$ cat src/rtl/ser2par_capture.sv
// Serial-to-parallel capture: assembles WIDTH-bit words from a strobed serial bit
// stream and hands them off on a valid/ready port. Optional parity check: PARITY_CHK_EN.
module ser2par_capture #(
    parameter int WIDTH     = 8,
    parameter bit LSB_FIRST = 1'b1,
`ifdef PARITY_CHK_EN
    localparam int FL       = WIDTH + 1,
`else
    localparam int FL       = WIDTH,
`endif
    localparam int CW       = $clog2(FL)
) (
    input  logic             ck,
    input  logic             rn,
    input  logic             d,
    input  logic             en,
    input  logic             sof,
    output logic [WIDTH-1:0] q,
    output logic             valid,
    input  logic             ready,
    output logic             ovf,
    input  logic             ovf_clr,
    output logic [CW-1:0]    cnt
`ifdef PARITY_CHK_EN
    ,
    output logic             perr
`endif
);

    localparam logic [CW-1:0] LAST_CNT = CW'(FL - 1);

    logic [WIDTH-1:0] sr;
    logic [WIDTH-1:0] sr_base;
    logic [WIDTH-1:0] sr_shift;
    logic [WIDTH-1:0] word;
    logic             last;
    logic             store_bit;
`ifdef PARITY_CHK_EN
    logic             par_err;
`endif

    always_comb begin
        sr_base = sof ? '0 : sr;
        if (LSB_FIRST)
            sr_shift = {d, sr_base[WIDTH-1:1]};
        else
            sr_shift = {sr_base[WIDTH-2:0], d};
        last = en && !sof && (cnt == LAST_CNT);
`ifdef PARITY_CHK_EN
        // The parity bit is the last of the frame and never enters the shift register.
        store_bit = sof || (cnt < CW'(WIDTH));
        word      = sr;
        par_err   = (^sr) ^ d;
`else
        store_bit = 1'b1;
        word      = sr_shift;
`endif
    end

    always_ff @(posedge ck or negedge rn) begin
        if (!rn) begin
            sr    <= '0;
            cnt   <= '0;
            q     <= '0;
            valid <= 1'b0;
            ovf   <= 1'b0;
`ifdef PARITY_CHK_EN
            perr  <= 1'b0;
`endif
        end else begin
            if (en) begin
                if (store_bit)
                    sr <= sr_shift;
                if (sof)
                    cnt <= CW'(1);
                else if (last)
                    cnt <= '0;
                else
                    cnt <= cnt + CW'(1);
            end else if (sof) begin
                sr  <= '0;
                cnt <= '0;
            end

            if (last) begin
                if (!valid || ready) begin
                    q     <= word;
                    valid <= 1'b1;
`ifdef PARITY_CHK_EN
                    perr  <= par_err;
`endif
                end
            end else if (valid && ready) begin
                valid <= 1'b0;
            end

            // A dropped word sets the flag even when a clear arrives on the same edge.
            if (last && valid && !ready)
                ovf <= 1'b1;
            else if (ovf_clr)
                ovf <= 1'b0;
        end
    end

endmodule

$ cat config.mk
export PLATFORM = sky130hd
export DESIGN_NAME = ser2par_capture
export DESIGN_NICKNAME = d
export VERILOG_FILES = /design/src/rtl/ser2par_capture.sv
export SDC_FILE = /design/constraint.sdc
export NUM_CORES = 1
export LEC_CHECK = 0
export CAP_MARGIN = 10
export CORE_MARGIN = 2
export CORE_UTILIZATION = 40
export CTS_CLUSTER_SIZE = 30
export DETAILED_ROUTE_END_ITERATION = 8
export GPL_TIMING_DRIVEN = 1
export PLACE_DENSITY = 0.71
export RECOVER_POWER = 25
export SLEW_MARGIN = 25
export SYNTH_ARGS = -nofsm -noshare
export SYNTH_HDL_FRONTEND = slang
export SYNTH_SLANG_ARGS = --single-unit
$ cat constraint.sdc
create_clock -name ck -period 1.5 [get_ports ck]
set_input_delay 0.45 -clock ck [delete_from_list [all_inputs] [get_ports ck]]
set_output_delay 0.45 -clock ck [all_outputs]
set_load 0.05 [all_outputs]
# ---- Word level (Yosys, flattened, before mapping)
# Index checks and enable logic that the tools add are counted.
dict set report totals {
  output_inout_bits 13
  reg_bits 20
  input_bits 7
  elab_cells 33
}
dict set report op_classes {
  reduce_logical 14
  eq_ne 2
  muxes 11
  addsub 1
}
# op count
set ops {}
lappend ops {{$mux W8} 2}
lappend ops {{$mux W3} 4}
lappend ops {{$reduce_bool A2 Y1} 3}
lappend ops {{$logic_and A1 B1 Y1} 5}
lappend ops {{$mux W1} 5}
lappend ops {{$reduce_and A2 Y1} 2}
lappend ops {{$add A3 B1 Y3 const B} 1}
lappend ops {{$eq A3 B3 Y1 const B} 1}
lappend ops {{$logic_not A1 Y1} 3}
lappend ops {{$ne A2 B1 Y1 const B} 1}
lappend ops {{$logic_or A1 B1 Y1} 1}

# ---- Logic depth before layout (Yosys ltp)
# Gate-level depths: netlist of the first run.
dict set report logic_depth {
  ltp_word 6
  depth_mapped 6
  mapped_depth_nobuf 5
}

# ---- Worst setup path before layout of the first run
# No wires, ideal clock.
dict set report synth_path {
  path_kind {register to register}
  start {reg cnt[0]}
  end {reg q[0]}
  setup_ns 0.125
  arrival_ns 1.726
  setup_slack_ns -0.351
  path_buffers 1
  path_stages_with_launch 7
  required_time_ns 1.375
  period_less_slack_ns 1.851
  path_cell_list {dfrtp_1 -> ha_1 -> ha_1 -> nand3b_4 -> nor2b_2 -> buf_6 -> mux2_4}
}
dict set report synth_between {
  elab_chain_cells 3
}
# element line_no
set synth_lines {}
lappend synth_lines {{start, declared} 23} ;# output logic [CW-1:0] cnt
lappend synth_lines {{start signal, assigned} 79} ;# cnt <= cnt + CW'(1);
lappend synth_lines {{$eq A3 B3 Y1} 48} ;# last = en && !sof && (cnt == LAST_CNT);
lappend synth_lines {{$logic_and A1 B1 Y1} 48}
lappend synth_lines {{$reduce_and A2 Y1 (no source line)} -}
lappend synth_lines {{end signal, assigned} 87} ;# q <= word;
lappend synth_lines {{end, declared} 18} ;# output logic [WIDTH-1:0] q,
# Every way passes these cells.
# A chain may end at the register's enable or synchronous reset.

# ---- Worst setup path after layout of the first run
dict set report layout_path {
  start {reg cnt[0]}
  end {out cnt[0]}
}
# No word-level cell between the ends.

==> flow_metrics.tcl, run 1 <==
set metrics [dict create \
    io_pins 20 \
    place_worst_setup_slack_ps -316 \
    arrival_ps 1010 \
    fp.dieW_um 51.6 \
    layout.nets 111 \
    synth.largest_area_cell "dfrtp_1" \
    portBuffers 19 \
    multi_input_comb_area_um2 408 \
    vias 610 \
    finish.utilization_pct 65.2 \
    min_period_ps 1460 \
    relSlewSlack_pct 65.5 \
    setup_violations 0 \
    crit_required_ps 1050 \
    route.detailed.wl_per_inst_um 13.2 \
    met1_length_um 763 \
    fill_cells 181 \
    antenna_left 0 \
    post_cts_buffers 0 \
    first_pass_iters 3 \
    start_util_pct 41.8 \
    synth-seq-cells 20 \
    min_from "sr[1]" \
    grt_pass1_vias 648 \
    synthCells 71 \
    fp.coreArea_mm2 0.00217 \
    ys_warn_count 0 \
    worst_pin_slew_ps 518 \
    cts_buffers 3 \
    hold_depth 2 \
    finalHoldViolCount 0 \
    hold-worst-slack_ps 536 \
    root_buffer "clkbuf_4" \
    wl_met2_um 867 \
    antenna_found_initial 0 \
    ir_drop_v 0.000496 \
    routabilityCongestion 0.752 \
    holdPathEnd "sr[1]" \
    route.met3.wl_um 53 \
    overflow 0 \
    cts_max_path_buffers 2 \
    drive_gt1_share_pct 40.6 \
    setup_ws_ps 38.5 \
    area_growth_pct 56.2 \
    r2r_end "q[2]" \
    synth-seq-area-share_pct 55.2 \
    final_common_cell "dfrtp_1" \
    drt_iter0_drc 1 \
    remaining_drc_errors 0 \
    cts.clk_slew.worst_paths_ps 130 \
    syn_nets 80 \
    dieArea_mm2 0.00266 \
    min_path_type "flip-flop to flip-flop" \
    rows 17 \
    grtUsageTotal_pct 15.8 \
    maxSlewViolCount 0 \
    wirelength_mm 1.70 \
    synth_cell_type_count 19 \
    path_max_fanout 3 \
    setup.worst_path.class "flip-flop to primary output" \
    clk_latency_ps 310 \
    vias_per_cell 4.73 \
    cts_tree "built" \
    rsz0062_at_grt "yes" \
    grt_pass1_wl_mm 3.06 \
    grt_max_degree 21 \
    regToRegStartpoint "cnt[1]" \
    cap_violations 0 \
    power.total_mw 1.18 \
    dr.max_layer_used "met4" \
    rrSetupSlack_ps 50 \
    dieHeight_um 51.6 \
    syn_area_um2 906 \
    cts_sinks 20 \
    synth_area_leaders "dfrtp_1 55%, mux2_4 12%, mux2i_1 8.8%, nor2_1 3.7%, and2b_1 3.3%" \
    fin_skew_ps 12.1 \
    leakage_nw 0.693 \
    r2r_cells 6 \
    cp-start-kind "flip-flop" \
    status "complete, no violations" \
    seq_area_um2 504 \
    min_period_over_period_pct 97.4 \
    p_per_area_mw_per_mm2 835 \
    max_freq_mhz 684 \
    htree_levels 1 \
    yosys.area.top_type_share_pct 55.2 \
    insertedDiodeCount 0 \
    worstSetupEndpointType "primary output" \
    syn_avg_cell_area_um2 12.8 \
    final_cell_mix "17 x dfrtp_1, 13 x buf_12, 9 x nor2_1" \
]
## sequential cells by signal, summed over array words and instances, names as in the netlist
register  flops
q             8
valid         1
cnt           3
ovf           1
sr            7
## worst max-delay path, stage by stage, from the launching register on
cell	delay, ps
dfrtp_2	450
buf_6	130
buf_12	140
## cell families after synthesis
| kind of cell | after synthesis | share of synthesized area [%] |
|---|---|---|
| buf+inv | 5 | 3.04 |
| compound gates | 4 | 2.35 |
| mux | 15 | 20.4 |
| simple gates | 25 | 16.2 |
| fa+ha+maj | 2 | 2.76 |
| flops | 20 | 55.2 |
## worst max-delay path by stage
stage                start     end  depth (start not counted)
floorplan           cnt[0]    q[0]                          6
global placement       sof    q[7]                          5
detailed placement     sof    q[2]                          5
CTS                 cnt[0]  cnt[0]                          2
global route        cnt[0]  cnt[0]                          2
finish              cnt[0]  cnt[0]                          2
## cell type report
type	instances	share of cell area, %
clock inverters	1	2.12
multi-input cells	46	28.8
flip-flops and latches	20	35.6
clock buffers	3	1.59
well taps	28	2.48
inverters	2	0.531
repair buffers	29	28.8
## repair_timing
| action | 4_1_cts | 5_1_grt |
|---|---|---|
| resized for setup | 0 | 5 |
| setup endpoints to repair | 0 | 8 |
| hold buffers | 0 | 0 |
## synth_stat cells, drive strengths merged
library cell and number:
ha 2, o21ai 2, o22ai 1, nor2b 3, nand2b 3, mux2i 8
nand2 4, nand3b 2, mux2 7, inv 2, buf 2, a21oi 1
nor2 9, clkbuf 1, and2b 4, dfrtp 20
## per-stage QoR
step / instances / area [um2] / TNS, ps
after global placement: 125 / 1350 / -2920
after CTS: 129 / 1400 / 0
after global routing: 129 / 1420 / -2.80
final: 129 / 1420 / 0
after floorplan: 71 / 935 / -779
after detailed placement: 125 / 1350 / -3300
## per-layer routing
layer | GRT usage (%) | up-vias
li1 | - | 296
met1 | 20.9 | 300
met2 | 25.6 | 12
met3 | 2.01 | 2
met4 | 7.89 | 0
met5 | 0 | -
## power by group
part / leakage, nW / switching (mW) / internal [mW]
combinational: 0.399 / 0.0821 / 0.0852
clock: 0.0279 / 0.176 / 0.270
sequential: 0.265 / 0.0149 / 0.554
total: 0.693 / 0.273 / 0.909
No activity file was read; power rests on OpenSTA's default activity.
==> run 2: changes to the inputs <==
CAP_MARGIN = 20   (was 10)
==> results of run 2 <==
No change in the layout: final DEF, timing and power equal those of run 1.
==> edit 1, RTL diff (settings of run 1) <==
Change the parameter `LSB_FIRST` from 1'b1 to 1'b0.
--- a/src/rtl/ser2par_capture.sv
+++ b/src/rtl/ser2par_capture.sv
@@ -2,7 +2,7 @@
 // stream and hands them off on a valid/ready port. Optional parity check: PARITY_CHK_EN.
 module ser2par_capture #(
     parameter int WIDTH     = 8,
-    parameter bit LSB_FIRST = 1'b1,
+    parameter bit LSB_FIRST = 1'b0,
 `ifdef PARITY_CHK_EN
     localparam int FL       = WIDTH + 1,
 `else
Formal check against the unedited RTL: not equivalent (Yosys sat finds a counterexample within 10 cycles, from zero or initial values).
==> edit 1 against run 1 <==
- non-clock buffer count is the same
- worst setup slack got worse by 0.024 ns
- area after synthesis decreased by 1.2%
- sequential cell count unchanged
- maximum frequency is 1.6% lower
- worst hold slack better by 0.014 ns
- first-iteration DRC count grew to 6.0 times the old value
- routed wire length is 3.5% lower
- total power decreased by 13%
- final area is 2.7% lower
- critical path type unchanged
- largest power group unchanged
==> edit 1: results (changes against run 1) <==
stage,metric,value,unit,change
hold_path,holdPathEnd,sr[5],,was sr[1]
synth,synth_seq_area_share,0.559,,was 0.552
clock_tree,clk_latency,0.29,ns,was 0.31 ns
clock_tree,cts_hold_buf,0,,unchanged
clock_tree,cts-htree-levels,1,,unchanged
critical_path,arrival,1.04,ns,was 1.01 ns
final_layout,multi_input_area,392,um^2,was 408 um^2
synth,synthMuxAreaShare,0.207,,was 0.204
synth,synth_fa_ha_area_frac,0.0280,,was 0.0276
global_route,met1_usage,0.193,,was 0.209
floorplan,die_x,51.3,um,was 51.6 um
global_route,grt_pass1_wl,2820,um,was 3060 um
run_status,outcome,completed,,unchanged
placed_design,gp_congestion,0.703,,was 0.752
clock_tree,clk_pin_slew_worst_paths,0.11,ns,was 0.13 ns
synth,synth-async-reset-ratio,1.00,,unchanged
synth,ys_types,18,,was 19
placed_design,post-dp-hpwl,1290,um,
pwr,vdd_drop_max,588,uV,was 496 uV
routing,wl_met2,912,um,was 867 um
global_route,grtUsageMet3,0.0263,,was 0.0201
timing,final.setup_skew,0.00114,ns,was 0.0121 ns
pwr,finalPower,1.03,mW,was 1.18 mW
clock_tree,clock_path_buffers,2,,unchanged
critical_path,crit-reg2reg-capture,q[3],,was q[2]
clock_tree,cts_resized,0,,unchanged
critical_path,crit_path_max_fanout,3,,unchanged
global_route,grt.met2_usage,0.242,,was 0.256
synth,synth-compound-area-share,0.0238,,was 0.0235
global_route,grt_pass1_vias,566,,was 648
pwr,p_leak,0.671,nW,was 0.693 nW
pwr,p_comb_frac,0.155,,was 0.142
routing,viasPerCell,4.71,,was 4.73
hold_path,min_from,sr[4],,was sr[1]
pwr,power_frac_clock,0.296,,was 0.377
routing,drt-met1-wl,683,um,was 763 um
final_layout,fill_cells,173,,was 181
timing,slew_headroom,0.677,,was 0.655
critical_path,timing.rr.start,cnt[0],,was cnt[1]
synth,synth_common_cells,"dfrtp_1 (20), nor2_1 (9), mux2i_1 (8)",,unchanged
pwr,internal_power,782,uW,was 909 uW
routing,drt_iter0_drc,6,,was 1
clock_tree,cts_buffers,3,,unchanged
final_layout,largest_reg_flops,8,,unchanged
global_route,grt_usage,0.149,,was 0.158
synth,synth_area_leaders,"dfrtp_1 (56%), mux2_4 (12%), mux2i_1 (9.0%), and2b_1 (4.2%), nor2_1 (3.8%)",,"was dfrtp_1 (55%), mux2_4 (12%), mux2i_1 (8.8%), nor2_1 (3.7%), and2b_1 (3.3%)"
critical_path,regToRegSetupSlack,0.02,ns,was 0.05 ns
placed_design,placed_cell_area,1320,um^2,was 1350 um^2
final_layout,drive_gt1_frac,0.396,,was 0.406
routing,wirelength,1640,um,was 1700 um
routing,route.met3.wl,28,um,was 53 um
routing,first_pass_iters,4,,was 3
final_layout,fin_nets,111,,unchanged
## edit 1: worst max path at each step
stage,end,cells after the start,from,slack (ns)
2_1_floorplan,q[0],6,cnt[0],-0.15
3_3_place_gp,q[3],5,sof,-0.32
3_5_place_dp,q[3],5,sof,-0.33
4_1_cts,q[3],5,sof,0.003
5_1_grt,q[3],6,cnt[0],-0.03
6_report,cnt[0],2,cnt[0],0.01
## edit 1: per-stage QoR
stage	TNS (ns)	worst slack, ns	hold WS [ns]	cells
final	0	0.0142	0.550	129
after global routing	-0.191	-0.0313	0.570	129
after CTS	0	0.00295	0.473	127
after detailed placement	-2.57	-0.327	0.535	123
after global placement	-2.51	-0.322	0.496	123
after floorplan	-1.02	-0.145	0.154	71
## edit 1: layout make-up
class / count / area share
multi-input combinational: 46 / 0.284
timing repair buffer: 29 / 0.292
tap: 28 / 0.0254
inverter: 2 / 0.00545
clock buffer: 4 / 0.0263
sequential: 20 / 0.366
==> edit 2, RTL diff (settings of run 1) <==
Made on the original files. Register the output `ovf` once more; this adds one clock of latency there. The other outputs are not delayed to match.
--- a/src/rtl/ser2par_capture.sv
+++ b/src/rtl/ser2par_capture.sv
@@ -28,6 +28,8 @@
 );
 
     localparam logic [CW-1:0] LAST_CNT = CW'(FL - 1);
+
+    logic ovf_s0;
 
     logic [WIDTH-1:0] sr;
     logic [WIDTH-1:0] sr_base;
@@ -63,7 +65,7 @@
             cnt   <= '0;
             q     <= '0;
             valid <= 1'b0;
-            ovf   <= 1'b0;
+            ovf_s0 <= 1'b0;
 `ifdef PARITY_CHK_EN
             perr  <= 1'b0;
 `endif
@@ -96,9 +98,17 @@
 
             // A dropped word sets the flag even when a clear arrives on the same edge.
             if (last && valid && !ready)
-                ovf <= 1'b1;
+                ovf_s0 <= 1'b1;
             else if (ovf_clr)
-                ovf <= 1'b0;
+                ovf_s0 <= 1'b0;
+        end
+    end
+
+    always_ff @(posedge ck or negedge rn) begin
+        if (!rn) begin
+            ovf <= '0;
+        end else begin
+            ovf <= ovf_s0;
         end
     end
 
Check against the original RTL: no difference found for any inputs over 10 cycles, from zero or initial values; that may be too few to reach the edited logic, so the function may still have changed.
==> edit 2 against run 1 <==
- total power down 13%
- sequential cell count up 1
- routed wire length down 2.9%
- area after synthesis up 2.8%
- sequential power up 4.6%
- utilization down 1.4 points
- final cell count down 0.78%
- worst setup slack worse by 0.010 ns
- register-to-register slack worse by 0.02 ns
- clock skew down 0.00094 ns
- final area down 0.27%
- global-route usage down 1.3 points
- sequential share of layout area up 1.9 points
==> edit 2: results (changes against run 1) <==
stage,metric,value,unit,change
run_status,outcome,completed,,unchanged
placed_design,gp_congestion,0.705,,was 0.752
synth,synth_seq_area_share,0.565,,was 0.552
placed_design,post-dp-hpwl,1310,um,
critical_path,regToRegSetupSlack,0.03,ns,was 0.05 ns
final_layout,num_antenna_cells,0,,unchanged
synth,synth_ff_type,dfrtp_1,,unchanged
pwr,powerSeq,595,uW,was 569 uW
final_layout,fill_cells,168,,was 181
synth,syn_area_per_cell,12.9,um^2,was 12.8 um^2
synth,synth-async-reset-ratio,1.00,,unchanged
critical_path,rr_worst_depth,6,,unchanged
clock_tree,cts_root_buffer,clkbuf_4,,unchanged
synth,ys_types,19,,unchanged
placed_design,placed_cell_area,1360,um^2,was 1350 um^2
routing,viasPerCell,4.64,,was 4.73
global_route,grt_pass1_vias,612,,was 648
routing,wl_per_cell,12.9,um,was 13.2 um
synth,synth_area_leaders,"dfrtp_1 (56%), mux2_4 (11%), mux2i_1 (8.6%), nor2_1 (3.6%), and2b_1 (3.2%)",,"was dfrtp_1 (55%), mux2_4 (12%), mux2i_1 (8.8%), nor2_1 (3.7%), and2b_1 (3.3%)"
critical_path,arrival,1.02,ns,
timing,timing.hold.ws,0.412,ns,was 0.536 ns
clock_tree,clock_path_buffers,2,,unchanged
clock_tree,clk_latency,0.30,ns,
timing,worst_slew_pin_slew,0.492,ns,was 0.518 ns
pwr,p_leak,0.691,nW,was 0.693 nW
synth,syn-num-nets,81,,was 80
clock_tree,clk_pin_slew_worst_paths,0.12,ns,
hold_path,whs_path_depth,0,,was 2
routing,vias,594,,was 610
final_layout,drive_gt1_frac,0.390,,was 0.406
pwr,p_switching,258,uW,was 273 uW
hold_path,min_from,ovf_s0,,was sr[1]
clock_tree,cts-htree-levels,1,,unchanged
critical_path,crit-reg2reg-capture,q[3],,was q[2]
pwr,pg_clk,266,uW,was 446 uW
critical_path,crit_path_max_fanout,2,,was 3
final_layout,fin_nets,110,,was 111
global_route,grt_pass1_wl,2750,um,was 3060 um
global_route,antenna_found_initial,0,,unchanged
synth,synth_common_cells,"dfrtp_1 (21), nor2_1 (9), mux2i_1 (8)",,"was dfrtp_1 (20), nor2_1 (9), mux2i_1 (8)"
global_route,grt_start_max_net_pins,22,,was 21
routing,first_pass_iters,4,,was 3
global_route,grt_usage,0.145,,was 0.158
placed_design,dp.cells,123,,was 125
routing,drt_iter0_drc,2,,was 1
final_layout,largest_registers,"q (8), sr (7), cnt (3)",,unchanged
hold_path,holdPathEnd,ovf,,was sr[1]
placed_design,port-buffer-count,19,,unchanged
hold_path,min-delay-path-class,reg -> reg,,unchanged
synth,synth_warnings,0,,unchanged
pwr,internal_power,771,uW,was 909 uW
pwr,vdd_drop_max,546,uV,was 496 uV
timing,final.setup_skew,0.0112,ns,was 0.0121 ns
critical_path,timing.rr.start,cnt[1],,unchanged
clock_tree,cts_buffers,3,,unchanged
edit 2: changes by cell type after synthesis, sizes merged:
cell	run 1	this run
dfrtp	20	21
edit 2: kinds of logic after synthesis:
logic type,share of synthesized area
buffers and inverters,0.0296
muxes,0.199
adders and majority gates,0.0269
DFF,0.565
and+or+nand+nor,0.157
AOI/OAI and AO/OA,0.0228
edit 2: through the flow:
| step | worst slack [ns] | util |
|---|---|---|
| after floorplan | -0.111 | - |
| final | 0.0286 | 0.638 |
| after CTS | 0.0135 | 0.632 |
| after detailed placement | -0.321 | 0.615 |
| after global placement | -0.300 | 0.615 |
| after global routing | -0.00976 | 0.638 |
edit 2: per-layer routing:
layer	part of all wire	global-route usage	up-vias
li1	-	-	292
met1	0.41	0.184	286
met2	0.53	0.230	11
met3	0.030	0.0257	5
met4	0.024	0.0897	0
met5	0	0	-
edit 2: how the worst max path moves through the flow:
stage                      start      to  slack [ns]  cells after the start
after floorplan           cnt[0]    q[0]       -0.11                      6
after global placement       sof    q[3]       -0.30                      5
after detailed placement     sof    q[7]       -0.32                      5
after CTS                 cnt[1]    q[3]        0.01                      6
after global routing      cnt[0]  cnt[0]       -0.01                      2
final                     cnt[1]  cnt[1]        0.03                      2
edit 2: final cells by class:
cell class / instances / share of cell area
Sequential cell: 21 / 0.375
Multi-Input combinational cell: 46 / 0.294
Timing Repair Buffer: 27 / 0.282
Tap cell: 28 / 0.0248
Clock buffer: 4 / 0.0186
Inverter: 2 / 0.00532
edit 2: worst max-delay path, cell delays in order, from the launching register on:
cell and delay, ns:
dfrtp_2 0.45, buf_6 0.13, buf_12 0.13
edit 2: repair_timing:
action / in CTS / in global routing
hold buffers: 0 / 0
endpoints found under the setup margin: 3 / 9
cloned: 0 / 0
resized for setup: 3 / 1
setup buffers: 0 / 1
hold endpoints to repair: 0 / 0
